File: src/rtl/rng_arbiter.sv
// rng_arbiter: two-requester round-robin arbiter that hands out bytes from an
// 8-bit LFSR (x^8+x^6+x^5+x^4+1). Each grant costs STEPS LFSR shifts, and the
// shifts happen only while the owning requester keeps its request raised.
//
// Ports:
//   clk     - system clock, rising edge
//   ar      - synchronous active-low reset
//   req     - per-requester level request, held until granted
//   seed_ld - one-cycle pulse, loads seed into the LFSR (0x00 is mapped to 0x01)
//   seed    - seed value, qualified by seed_ld
//   gnt     - one-hot grant pulse, registered
//   rnd     - delivered byte, valid with gnt and held afterwards
//   busy    - high whenever the FSM is not IDLE
module rng_arbiter #(
    parameter int STEPS = 8
) (
    input  logic       clk,
    input  logic       ar,
    input  logic [1:0] req,
    input  logic       seed_ld,
    input  logic [7:0] seed,
    output logic [1:0] gnt,
    output logic [7:0] rnd,
    output logic       busy
);

    typedef enum logic [1:0] {IDLE, STEP, GRANT} state_t;

    localparam logic [3:0] STEPS_L = 4'(STEPS);

    state_t     state_q, state_d;
    logic [7:0] sr_q, sr_d;
    logic [7:0] rnd_q, rnd_d;
    logic [1:0] gnt_q, gnt_d;
    logic [3:0] cnt_q, cnt_d;
    logic       owner_q, owner_d;
    logic       last_q, last_d;
    logic [7:0] sr_shift;

    assign sr_shift = {sr_q[6:0], sr_q[7] ^ sr_q[5] ^ sr_q[4] ^ sr_q[3]};

    always_comb begin
        state_d = state_q;
        sr_d    = sr_q;
        rnd_d   = rnd_q;
        gnt_d   = 2'b00;
        cnt_d   = cnt_q;
        owner_d = owner_q;
        last_d  = last_q;

        case (state_q)
            IDLE: begin
                if (req != 2'b00) begin
                    // On a tie the requester not granted last wins.
                    owner_d = (req == 2'b11) ? ~last_q : req[1];
                    cnt_d   = STEPS_L;
                    state_d = STEP;
                end
            end
            STEP: begin
                if (req[owner_q]) begin
                    sr_d  = sr_shift;
                    cnt_d = cnt_q - 4'd1;
                    if (cnt_q == 4'd1) begin
                        // gnt is registered, so it is set on the same edge
                        // that enters GRANT and is high only in GRANT.
                        state_d = GRANT;
                        rnd_d   = sr_shift;
                        gnt_d   = owner_q ? 2'b10 : 2'b01;
                    end
                end else begin
                    // Owner withdrew: abandon without shifting or granting.
                    state_d = IDLE;
                    cnt_d   = 4'd0;
                end
            end
            GRANT: begin
                last_d  = owner_q;
                state_d = IDLE;
            end
            default: state_d = IDLE;
        endcase

        // Reseeding wins over everything except reset, including a final
        // shift that would otherwise have produced a grant.
        if (seed_ld) begin
            sr_d    = (seed == 8'h00) ? 8'h01 : seed;
            state_d = IDLE;
            gnt_d   = 2'b00;
            rnd_d   = rnd_q;
            cnt_d   = 4'd0;
        end
    end

    always_ff @(posedge clk) begin
        if (!ar) begin
            state_q <= IDLE;
            sr_q    <= 8'h01;
            rnd_q   <= 8'h00;
            gnt_q   <= 2'b00;
            cnt_q   <= 4'd0;
            owner_q <= 1'b0;
            last_q  <= 1'b1;
        end else begin
            state_q <= state_d;
            sr_q    <= sr_d;
            rnd_q   <= rnd_d;
            gnt_q   <= gnt_d;
            cnt_q   <= cnt_d;
            owner_q <= owner_d;
            last_q  <= last_d;
        end
    end

    assign gnt  = gnt_q;
    assign rnd  = rnd_q;
    assign busy = (state_q != IDLE);

endmodule

File: config.mk
export PLATFORM = sky130hd
export DESIGN_NAME = rng_arbiter
export DESIGN_NICKNAME = d
export VERILOG_FILES = /design/src/rtl/rng_arbiter.sv
export SDC_FILE = /design/constraint.sdc
export NUM_CORES = 1
export LEC_CHECK = 0
export ABC_CLOCK_PERIOD_IN_PS = 1600
export CORE_MARGIN = 2
export CORE_UTILIZATION = 44
export DETAILED_ROUTE_END_ITERATION = 8
export GPL_TIMING_DRIVEN = 0
export PLACE_DENSITY = 0.72
export SETUP_SLACK_MARGIN = 0.15
export SLEW_MARGIN = 20
export SYNTH_ARGS = -nofsm -noshare
export SYNTH_HDL_FRONTEND = slang
export SYNTH_SLANG_ARGS = --single-unit
File: constraint.sdc
create_clock -name clk -period 1.6 [get_ports clk]
set_input_delay 0.24 -clock clk [delete_from_list [all_inputs] [get_ports clk]]
set_output_delay 0.24 -clock clk [all_outputs]
set_load 0.005 [all_outputs]
# Yosys cells after proc, flatten, opt, wreduce, memory -nomap -nowiden

Cells that the tools add are included.

Add/subtract/negate cells: 1
$lt $le $gt $ge: 1
Equality and inequality tests: 6
Multiplexer cells: 15
Bitwise gates (word level): 9
Reduce and logical (&&, ||, !) cells: 14

Operator list:

| kind                                                                   | number |
|---|---|
| 8-bit 2-to-1 mux                                                       | 4 |
| 2-bit nonzero test                                                     | 5 |
| 8-bit logical NOT                                                      | 1 |
| 2-bit 2-to-1 mux                                                       | 4 |
| 4-bit 2-to-1 mux                                                       | 2 |
| 4-bit one-hot mux with 2 select lines                                  | 1 |
| 2-bit AND reduction                                                    | 4 |
| 1-bit inverter                                                         | 6 |
| 5-bit OR reduction                                                     | 1 |
| 2-bit equality test (second input constant)                            | 2 |
| 4-bit by 1-bit equality test with 1-bit output (second input constant) | 1 |
| 2-bit one-hot mux with 2 select lines                                  | 1 |
| 4-bit AND reduction                                                    | 1 |
| 4-bit by 1-bit subtractor with 4-bit output (second input constant)    | 1 |
| 1-bit 2-to-1 mux                                                       | 3 |
| 3-bit != test (second input constant)                                  | 1 |
| 1-bit XOR                                                              | 3 |
| 2-bit by 1-bit equality test with 1-bit output (second input constant) | 1 |
| 2-bit logical NOT                                                      | 1 |
| 1-bit by 2-bit < comparator with 1-bit output (second input constant)  | 1 |
| 2-bit != test (second input constant)                                  | 1 |
| 2-bit OR reduction                                                     | 1 |

Flip-flop bits (word level): 26
Output and inout bits: 11

# Depth between registers and ports, before layout

Gate-level depths: netlist (run 1).

Depth in word-level cells: 6
Mapped depth: 6

# Least setup slack after synthesis (run 1)

OpenSTA, ideal clock, no wires.

Path type: reg-to-reg
From: register owner_q
To: register rnd_q[0] (netlist: rnd[0])
Arrival time: 1.441 ns
Path slack: 0.041 ns
Cell stages (with the launch flop): 6
Buffers on the path: 1
Cells stage by stage: dfxtp_1 -> mux2i_1 -> or2_1 -> or3_1 -> buf_6 -> a32o_1

Word-level cells in the longest chain between the ends: 3

RTL lines:

| item                                                | RTL line | text |
|---|---|---|
| start: declaration                                  | 36       | `logic owner_q, owner_d;` |
| start signal: assignment                            | 110      | `owner_q <= owner_d;` |
| 1-bit 2-to-1 mux (not written as such) (2 in a row) | 61       | `if (req[owner_q]) begin` |
| 4-bit AND reduction (no line)                       | --       |  |
| end signal: assignment                              | 107      | `rnd_q <= rnd_d;` |
| end: declaration                                    | 33       | `logic [7:0] rnd_q, rnd_d;` |

No other way between the ends. The select of a mux whose other input is x is not followed.
A chain may end at the register's enable or synchronous reset.

# Worst setup path in the final report (run 1)

From: register owner_q
To: register rnd_q[1] (netlist: rnd[1])

The elaborated chain is that of the path after synthesis.

==> insert_results.sql, run 1 <==
INSERT INTO impl_metrics (metric_group, metric, value, unit) VALUES
('floorplan', 'io_pins', '24', ''),
('synthesis', 'main_combinational_cell_family_by_area_after_synthesis', 'compound AO/OA/AOI/OAI gates', ''),
('timing', 'minimum_period_implied_by_the_final_worst_setup_slack', '1.543', 'ns'),
('layout', 'antenna_cells_inserted', '0', ''),
('clocking', 'cts_root_buf', 'sky130_fd_sc_hd__clkbuf_4', ''),
('layout', 'area_added_between_synthesis_and_finish', '34.32', '%'),
('timing', 'worst_clock_skew', '0.007364', 'ns'),
('floorplan', 'die_y', '53.94', 'microns'),
('status', 'run_status', 'finished clean', ''),
('power', 'cellLeakagePower', '0.6195', 'nW'),
('floorplan', 'std_cell_rows', '18', ''),
('floorplan', 'dieWidth', '53.94', 'microns'),
('layout', 'most_frequent_cells_in_the_layout', '19 x sky130_fd_sc_hd__clkdlybuf4s50_1, 15 x sky130_fd_sc_hd__dfxtp_1, 10 x sky130_fd_sc_hd__mux2i_1', ''),
('flow_run', 'maxCapViolations', '0', ''),
('placed_design', 'gpl.final_weighted_congestion', '0.7531', ''),
('critical_path', 'worst_ep_arrival_time', '1.78', 'ns'),
('synthesis', 'synth_warnings', '0', ''),
('timing', 'final_max_slew_violation_count', '0', ''),
('timing', 'min_period_over_period', '96.44', '%'),
('drt', 'drt-wirelength-per-cell', '12.89', 'microns'),
('global_routing', 'via_count_of_the_first_global_routing_pass', '843', ''),
('critical_path', 'worstSetupPathType', 'reg -> reg', ''),
('timing', 'finalHoldViolations', '0', ''),
('global_routing', 'grt-ovfl-total', '0', ''),
('layout', 'drive_above_1_share', '18.49', '%'),
('drt', 'drt_first_iter_violations', '34', ''),
('drt', 'drtAntennaViolNets', '0', ''),
('synthesis', 'netlist-cell-type-count', '30', ''),
('min_path', 'hold-path-cell-count', '3', ''),
('synthesis', 'syn_area_per_cell', '9.459', 'sq um'),
('clocking', 'tritoncts', 'done', ''),
('drt', 'drc_errors', '0', ''),
('drt', 'first_pass_iteration_count_of_the_detailed_router', '4', ''),
('critical_path', 'ff2ff_setup_slack', '0.06', 'ns'),
('synthesis', 'synth_enable_flop_cells', '0', ''),
('synthesis', 'synth_adder_area_share', '2.281', '%'),
('synthesis', 'synth_async_sr_flop_share', '0', '%'),
('layout', 'final_cells', '176', ''),
('synthesis', 'synth-compound-area-share', '18.02', '%'),
('clocking', 'cts.sink_count', '26', ''),
('floorplan', 'die_area', '2910', 'sq um'),
('drt', 'via_per_inst', '5.489', ''),
('clocking', 'cts_max_level', '1', ''),
('layout', 'total_number_of_nets_in_the_final_design', '162', ''),
('synthesis', 'synth_area', '1097', 'sq um'),
('global_routing', 'globalRouteTotalUtil', '17.74', '%'),
('synthesis', 'synth.mux.area_fraction', '10.03', '%'),
('placed_design', 'port_buffers', '23', ''),
('synthesis', 'synth_simple_gate_area_share', '15.17', '%'),
('clocking', 'clk_transition_reported_paths', '0.14', 'ns'),
('clocking', 'number_of_hold_buffers_added_after_cts', '0', ''),
('critical_path', 'worst-r2r-cell-count', '5', ''),
('power', 'vdd_drop_max', '0.5170', 'mV'),
('synthesis', 'post_synth_inst_count', '116', ''),
('critical_path', 'endpoint_of_the_worst_register_to_register_path', 'rnd[1]', ''),
('timing', 'rsz_0062_raised_after_global_routing', 'true', ''),
('placed_design', 'post-dp-hpwl', '1635', 'microns'),
('global_routing', 'grt_start_max_net_pins', '15', ''),
('clocking', 'clock_insertion_delay_worst_skew', '0.33', 'ns'),
('timing', 'timing.max_slew.rel_slack', '64.37', '%'),
('synthesis', 'synthesis.nets', '131', ''),
('global_routing', 'first_pass_grt_wire_length', '3691', 'microns'),
('clocking', 'cts.path.max_buffers', '2', ''),
('synthesis', 'ys.flop_type', 'sky130_fd_sc_hd__dfxtp_1', ''),
('critical_path', 'worstSetupStartpointType', 'flop', ''),
('synthesis', 'ys_seq_elements', '26', ''),
('min_path', 'whs_endpoint', 'owner_q', ''),
('layout', 'mostFrequentLayoutCell', 'sky130_fd_sc_hd__clkdlybuf4s50_1', ''),
('power', 'post-layout-total-power', '0.001169', 'W'),
('critical_path', 'worst_r2r_startpoint', 'owner_q', ''),
('drt', 'detailroute.via_count', '966', '');
-- state kept, by name, indices dropped and copies added (netlist names) --
| name | flops |
|---|---|
| state_q | 2 |
| last_q | 1 |
| rnd | 8 |
| cnt_q | 4 |
| sr_q | 8 |
| owner_q | 1 |
| gnt | 2 |
-- critical path, cell delays in order, from the launching register on --
cell	delay (ns)
sky130_fd_sc_hd__dfxtp_4	0.37
sky130_fd_sc_hd__mux2i_2	0.15
sky130_fd_sc_hd__or2_4	0.25
sky130_fd_sc_hd__or3_1	0.32
sky130_fd_sc_hd__buf_6	0.15
sky130_fd_sc_hd__a32o_1	0.21
-- cell families (layout without fill, tap and decap cells) --
logic type / count (synthesis) / in the layout
AO/OA/AOI/OAI: 30 / 30
XOR/XNOR: 4 / 4
adder cells (fa/ha/maj): 2 / 2
buffers and inverters: 9 / 39
flip-flops: 26 / 26
multiplexers: 11 / 11
AND/OR/NAND/NOR: 34 / 34
-- how the worst max path moves through the flow --
stage,start,to,slack [ns],cells after the start
after floorplan,state_q[1],rnd[0],0.07,5
after global placement,req[0],rnd[5],-0.40,6
after detailed placement,req[0],rnd[0],-0.42,6
after CTS,owner_q,rnd[4],0.02,5
after global routing,owner_q,rnd[3],0.003,4
final,owner_q,rnd[1],0.06,5
-- final cells by class --
cell class | count | area [sq um] | area share (%)
buffer | 5 | 30.03 | 2.037
sequential | 26 | 541.8 | 36.76
tap | 30 | 37.54 | 2.547
inverter | 4 | 15.01 | 1.019
clock buffer | 4 | 36.28 | 2.462
timing repair buffer | 26 | 255.2 | 17.32
multi-input combinational | 81 | 558.0 | 37.86
-- cell usage after synthesis, types with 3 or more instances --
library cell | number | area share (%)
sky130_fd_sc_hd__nand2_1 | 10 | 3.4
sky130_fd_sc_hd__nor2_1 | 10 | 3.4
sky130_fd_sc_hd__dfxtp_1 | 26 | 47
sky130_fd_sc_hd__mux2i_1 | 11 | 10
sky130_fd_sc_hd__o21ai_0 | 9 | 4.1
sky130_fd_sc_hd__a32o_1 | 6 | 5.5
sky130_fd_sc_hd__clkbuf_1 | 3 | 1.0
sky130_fd_sc_hd__a21oi_1 | 9 | 4.1
sky130_fd_sc_hd__inv_1 | 4 | 1.4
-- through the flow --
stage	setup slack (ns)	instance area, sq um	hold WS [ns]	util, %
finish	0.05702	1474	0.4251	61.16
global route	0.003098	1474	0.4833	61.16
CTS	0.02340	1443	0.4059	59.87
detailed placement	-0.4247	1375	0.4591	57.06
global placement	-0.3982	1375	0.4452	57.06
floorplan	0.06819	1107	0.4074	-
-- repair_timing --
item / 4_1_cts / 5_1_grt
cloned: 0 / 0
gates resized for setup: 9 / 15
setup endpoints to repair: 19 / 29
pin swaps: 2 / 2
buffers inserted: 2 / 1
-- metal layers --
| layer | GRT usage [%] | vias to the layer above | share of wire (%) | routed length [microns] |
|---|---|---|---|---|
| met3 | 2.500 | 5 | 5.6 | 127 |
| li1 | - | 482 | - | - |
| met4 | 8.974 | 0 | 2.3 | 53 |
| met5 | 0 | - | 0 | 0 |
| met1 | 24.14 | 447 | 48 | 1096 |
| met2 | 27.24 | 32 | 44 | 990 |
-- where the power goes --
group,internal (W),switching (W),total [W]
Sequential,0.000666,0.0000209,0.000687
Clock,0.000140,0.000197,0.000337
Combinational,0.0000752,0.0000698,0.000145
Total,0.000881,0.000288,0.00117
No activity file was read; power rests on OpenSTA's default activity.
==> run 2, diff against run 1 <==
Settings changed: CTS_CLUSTER_DIAMETER set to 60.
==> results of run 2 <==
Final layout, timing and power as in run 1 (identical DEF).
==> run 3, diff against run 2 <==
==> constraint.sdc (replaced) <==
create_clock -name clk -period 1.6 [get_ports clk]
set_input_delay 0.16 -clock clk [delete_from_list [all_inputs] [get_ports clk]]
set_output_delay 0.16 -clock clk [all_outputs]
set_load 0.005 [all_outputs]
==> insert_results.sql, run 3 (same netlist as run 1, synthesis figures left out) <==
INSERT INTO impl_metrics (metric_group, metric, value, unit) VALUES
('global_routing', 'first_pass_grt_wire_length', '3698', 'microns'),
('critical_path', 'worst_ep_arrival_time', '1.80', 'ns'),
('clocking', 'tritoncts', 'done', ''),
('placed_design', 'port_buffers', '23', ''),
('clocking', 'cts_max_level', '1', ''),
('drt', 'first_pass_iteration_count_of_the_detailed_router', '4', ''),
('layout', 'area_added_between_synthesis_and_finish', '33.07', '%'),
('critical_path', 'ff2ff_setup_slack', '0.04', 'ns'),
('drt', 'drt_first_iter_violations', '37', ''),
('critical_path', 'crit_path_start', 'owner_q', ''),
('critical_path', 'crit_fanout', '8', ''),
('timing', 'worst_margin_pin_slew', '0.5407', 'ns'),
('drt', 'via_per_inst', '5.443', ''),
('global_routing', 'via_count_of_the_first_global_routing_pass', '856', ''),
('placed_design', 'place.detailed.instances', '169', ''),
('power', 'post-layout-total-power', '0.001179', 'W'),
('layout', 'antenna_cells_inserted', '0', ''),
('clocking', 'cts.sink_count', '26', ''),
('clocking', 'cts_root_buf', 'sky130_fd_sc_hd__clkbuf_4', ''),
('timing', 'min_period_over_period', '97.51', '%'),
('timing', 'finalHoldViolations', '0', ''),
('timing', 'worst_clock_skew', '0.006464', 'ns'),
('floorplan', 'io_pins', '24', ''),
('layout', 'finish.instance_area', '1460', 'sq um'),
('critical_path', 'worst-r2r-cell-count', '5', ''),
('critical_path', 'worstSetupStartpointType', 'flop', ''),
('status', 'run_status', 'finished clean', ''),
('layout', 'total_number_of_nets_in_the_final_design', '162', ''),
('placed_design', 'gpl.final_weighted_congestion', '0.7531', ''),
('timing', 'final-setup-viol-count', '0', ''),
('critical_path', 'worstSetupPathType', 'reg -> reg', ''),
('global_routing', 'grt-ovfl-total', '0', ''),
('layout', 'utilization', '60.59', '%'),
('timing', 'final_max_slew_violation_count', '0', ''),
('floorplan', 'dieWidth', '53.94', 'microns'),
('critical_path', 'type_of_destination_of_the_critical_path', 'flop', ''),
('power', 'cellPowerDensity', '807.8', 'nW/um^2'),
('placed_design', 'post_dp_area', '1375', 'sq um'),
('layout', 'mostFrequentLayoutCell', 'sky130_fd_sc_hd__clkdlybuf4s50_1', ''),
('timing', 'timing.max_slew.rel_slack', '63.76', '%'),
('timing', 'minimum_period_implied_by_the_final_worst_setup_slack', '1.560', 'ns'),
('power', 'vdd_drop_max', '0.5417', 'mV'),
('drt', 'drt-wirelength-per-cell', '13.32', 'microns'),
('clocking', 'clock_insertion_delay_worst_skew', '0.33', 'ns'),
('floorplan', 'die_area', '2910', 'sq um'),
('critical_path', 'critical_path.slowest_cell', 'sky130_fd_sc_hd__dfxtp_4', ''),
('clocking', 'clk_transition_reported_paths', '0.14', 'ns'),
('critical_path', 'critPathMaxStageDelay', '0.38', 'ns'),
('drt', 'drtAntennaViolNets', '0', ''),
('floorplan', 'core_region_area', '2410', 'sq um'),
('global_routing', 'grt_start_max_net_pins', '15', ''),
('floorplan', 'std_cell_rows', '18', ''),
('critical_path', 'cp.required', '1.84', 'ns'),
('drt', 'drc_errors', '0', ''),
('critical_path', 'endpoint', 'rnd[5]', ''),
('critical_path', 'worstPathCellList', 'mux2i_2 > or2_4 > or3_1 > buf_6 > a32o_1', ''),
('global_routing', 'globalRouteTotalUtil', '17.79', '%'),
('critical_path', 'worst_r2r_startpoint', 'owner_q', ''),
('drt', 'finalWirelength', '2345', 'microns'),
('timing', 'fmax', '641.0', 'MHz'),
('drt', 'detailroute.via_count', '958', ''),
('layout', 'drive_above_1_share', '14.38', '%'),
('global_routing', 'antenna_found_initial', '0', ''),
('min_path', 'hold_path_class', 'reg -> reg', ''),
('layout', 'most_frequent_cells_in_the_layout', '23 x sky130_fd_sc_hd__clkdlybuf4s50_1, 22 x sky130_fd_sc_hd__dfxtp_1, 10 x sky130_fd_sc_hd__mux2i_1', ''),
('placed_design', 'post-dp-hpwl', '1635', 'microns'),
('floorplan', 'die_y', '53.94', 'microns'),
('floorplan', 'starting_density_of_the_core', '45.53', '%'),
('timing', 'rsz_0062_raised_after_global_routing', 'true', ''),
('flow_run', 'maxCapViolations', '0', ''),
('clocking', 'cts.path.max_buffers', '2', ''),
('layout', 'final_cells', '176', ''),
('critical_path', 'endpoint_of_the_worst_register_to_register_path', 'rnd[5]', ''),
('timing', 'holdWs', '0.4714', 'ns'),
('clocking', 'cts-buffers-inserted', '3', ''),
('power', 'cellLeakagePower', '0.5775', 'nW');
[run 3: cell count changes in the layout (fill, tap and decap cells not counted), moves of 2 or more]
cell and delta:
sky130_fd_sc_hd__dfxtp_4 -2, sky130_fd_sc_hd__dlymetal6s2s_1 -2, sky130_fd_sc_hd__dfxtp_2 -5, sky130_fd_sc_hd__dfxtp_1 +7, sky130_fd_sc_hd__clkdlybuf4s50_1 +4, sky130_fd_sc_hd__dlygate4sd2_1 -2, sky130_fd_sc_hd__nor2_2 +2
[run 3: layout make-up]
type / instances / area (sq um)
buffer: 5 / 30.03
timing repair buffer: 26 / 252.7
multi-input combinational: 81 / 560.5
sequential: 26 / 528.0
tap: 30 / 37.54
clock buffer: 4 / 36.28
inverter: 4 / 15.01
fill: 230 / 949.7
[run 3: report_power, final]
group,internal (W),switching [W],total [W]
Combinational,0.0000793,0.0000726,0.000152
Clock,0.000139,0.000199,0.000338
Sequential,0.000669,0.0000206,0.000689
Total,0.000888,0.000292,0.00118
[run 3: worst max-delay path: cells and delay by family, from the launching register on]
kind | cells | cell delay (ns)
AND/OR/NAND/NOR | 2 | 0.57
AO/OA/AOI/OAI | 1 | 0.21
multiplexers | 1 | 0.16
flip-flops | 1 | 0.38
buffers and inverters | 1 | 0.15
[run 3: how the worst min path moves through the flow]
stage,from,to,slack [ns],cells past startpoint
2_1_floorplan,seed_ld,sr_q[0],0.33,1
5_1_grt,rnd[6],rnd[6],0.51,2
4_1_cts,seed[3],sr_q[3],0.47,3
3_3_place_gp,rnd[7],rnd[7],0.45,2
3_5_place_dp,rnd[7],rnd[7],0.46,2
6_report,rnd[7],rnd[7],0.47,2
[run 3: metal layers]
layer,global-route usage [%],vias to the layer above,share of wire [%]
met4,8.974,0,1.7
li1,-,479,-
met2,27.85,33,45
met3,2.500,6,5.4
met5,0,-,0
met1,23.79,440,48
[run 3: timing repair]
action / in CTS / in global routing
buffers inserted: 3 / 0
hold buffers: 0 / 0
gates resized for setup: 3 / 8
endpoints found under the setup margin: 17 / 22
pin swaps: 1 / 1
[run 3: per-stage QoR]
step,worst slack (ns),TNS (ns)
finish,0.03989,0
detailed placement,-0.3447,-4.129
global route,0.0003544,0
CTS,0.04278,0
global placement,-0.3182,-3.549
floorplan,0.06819,0
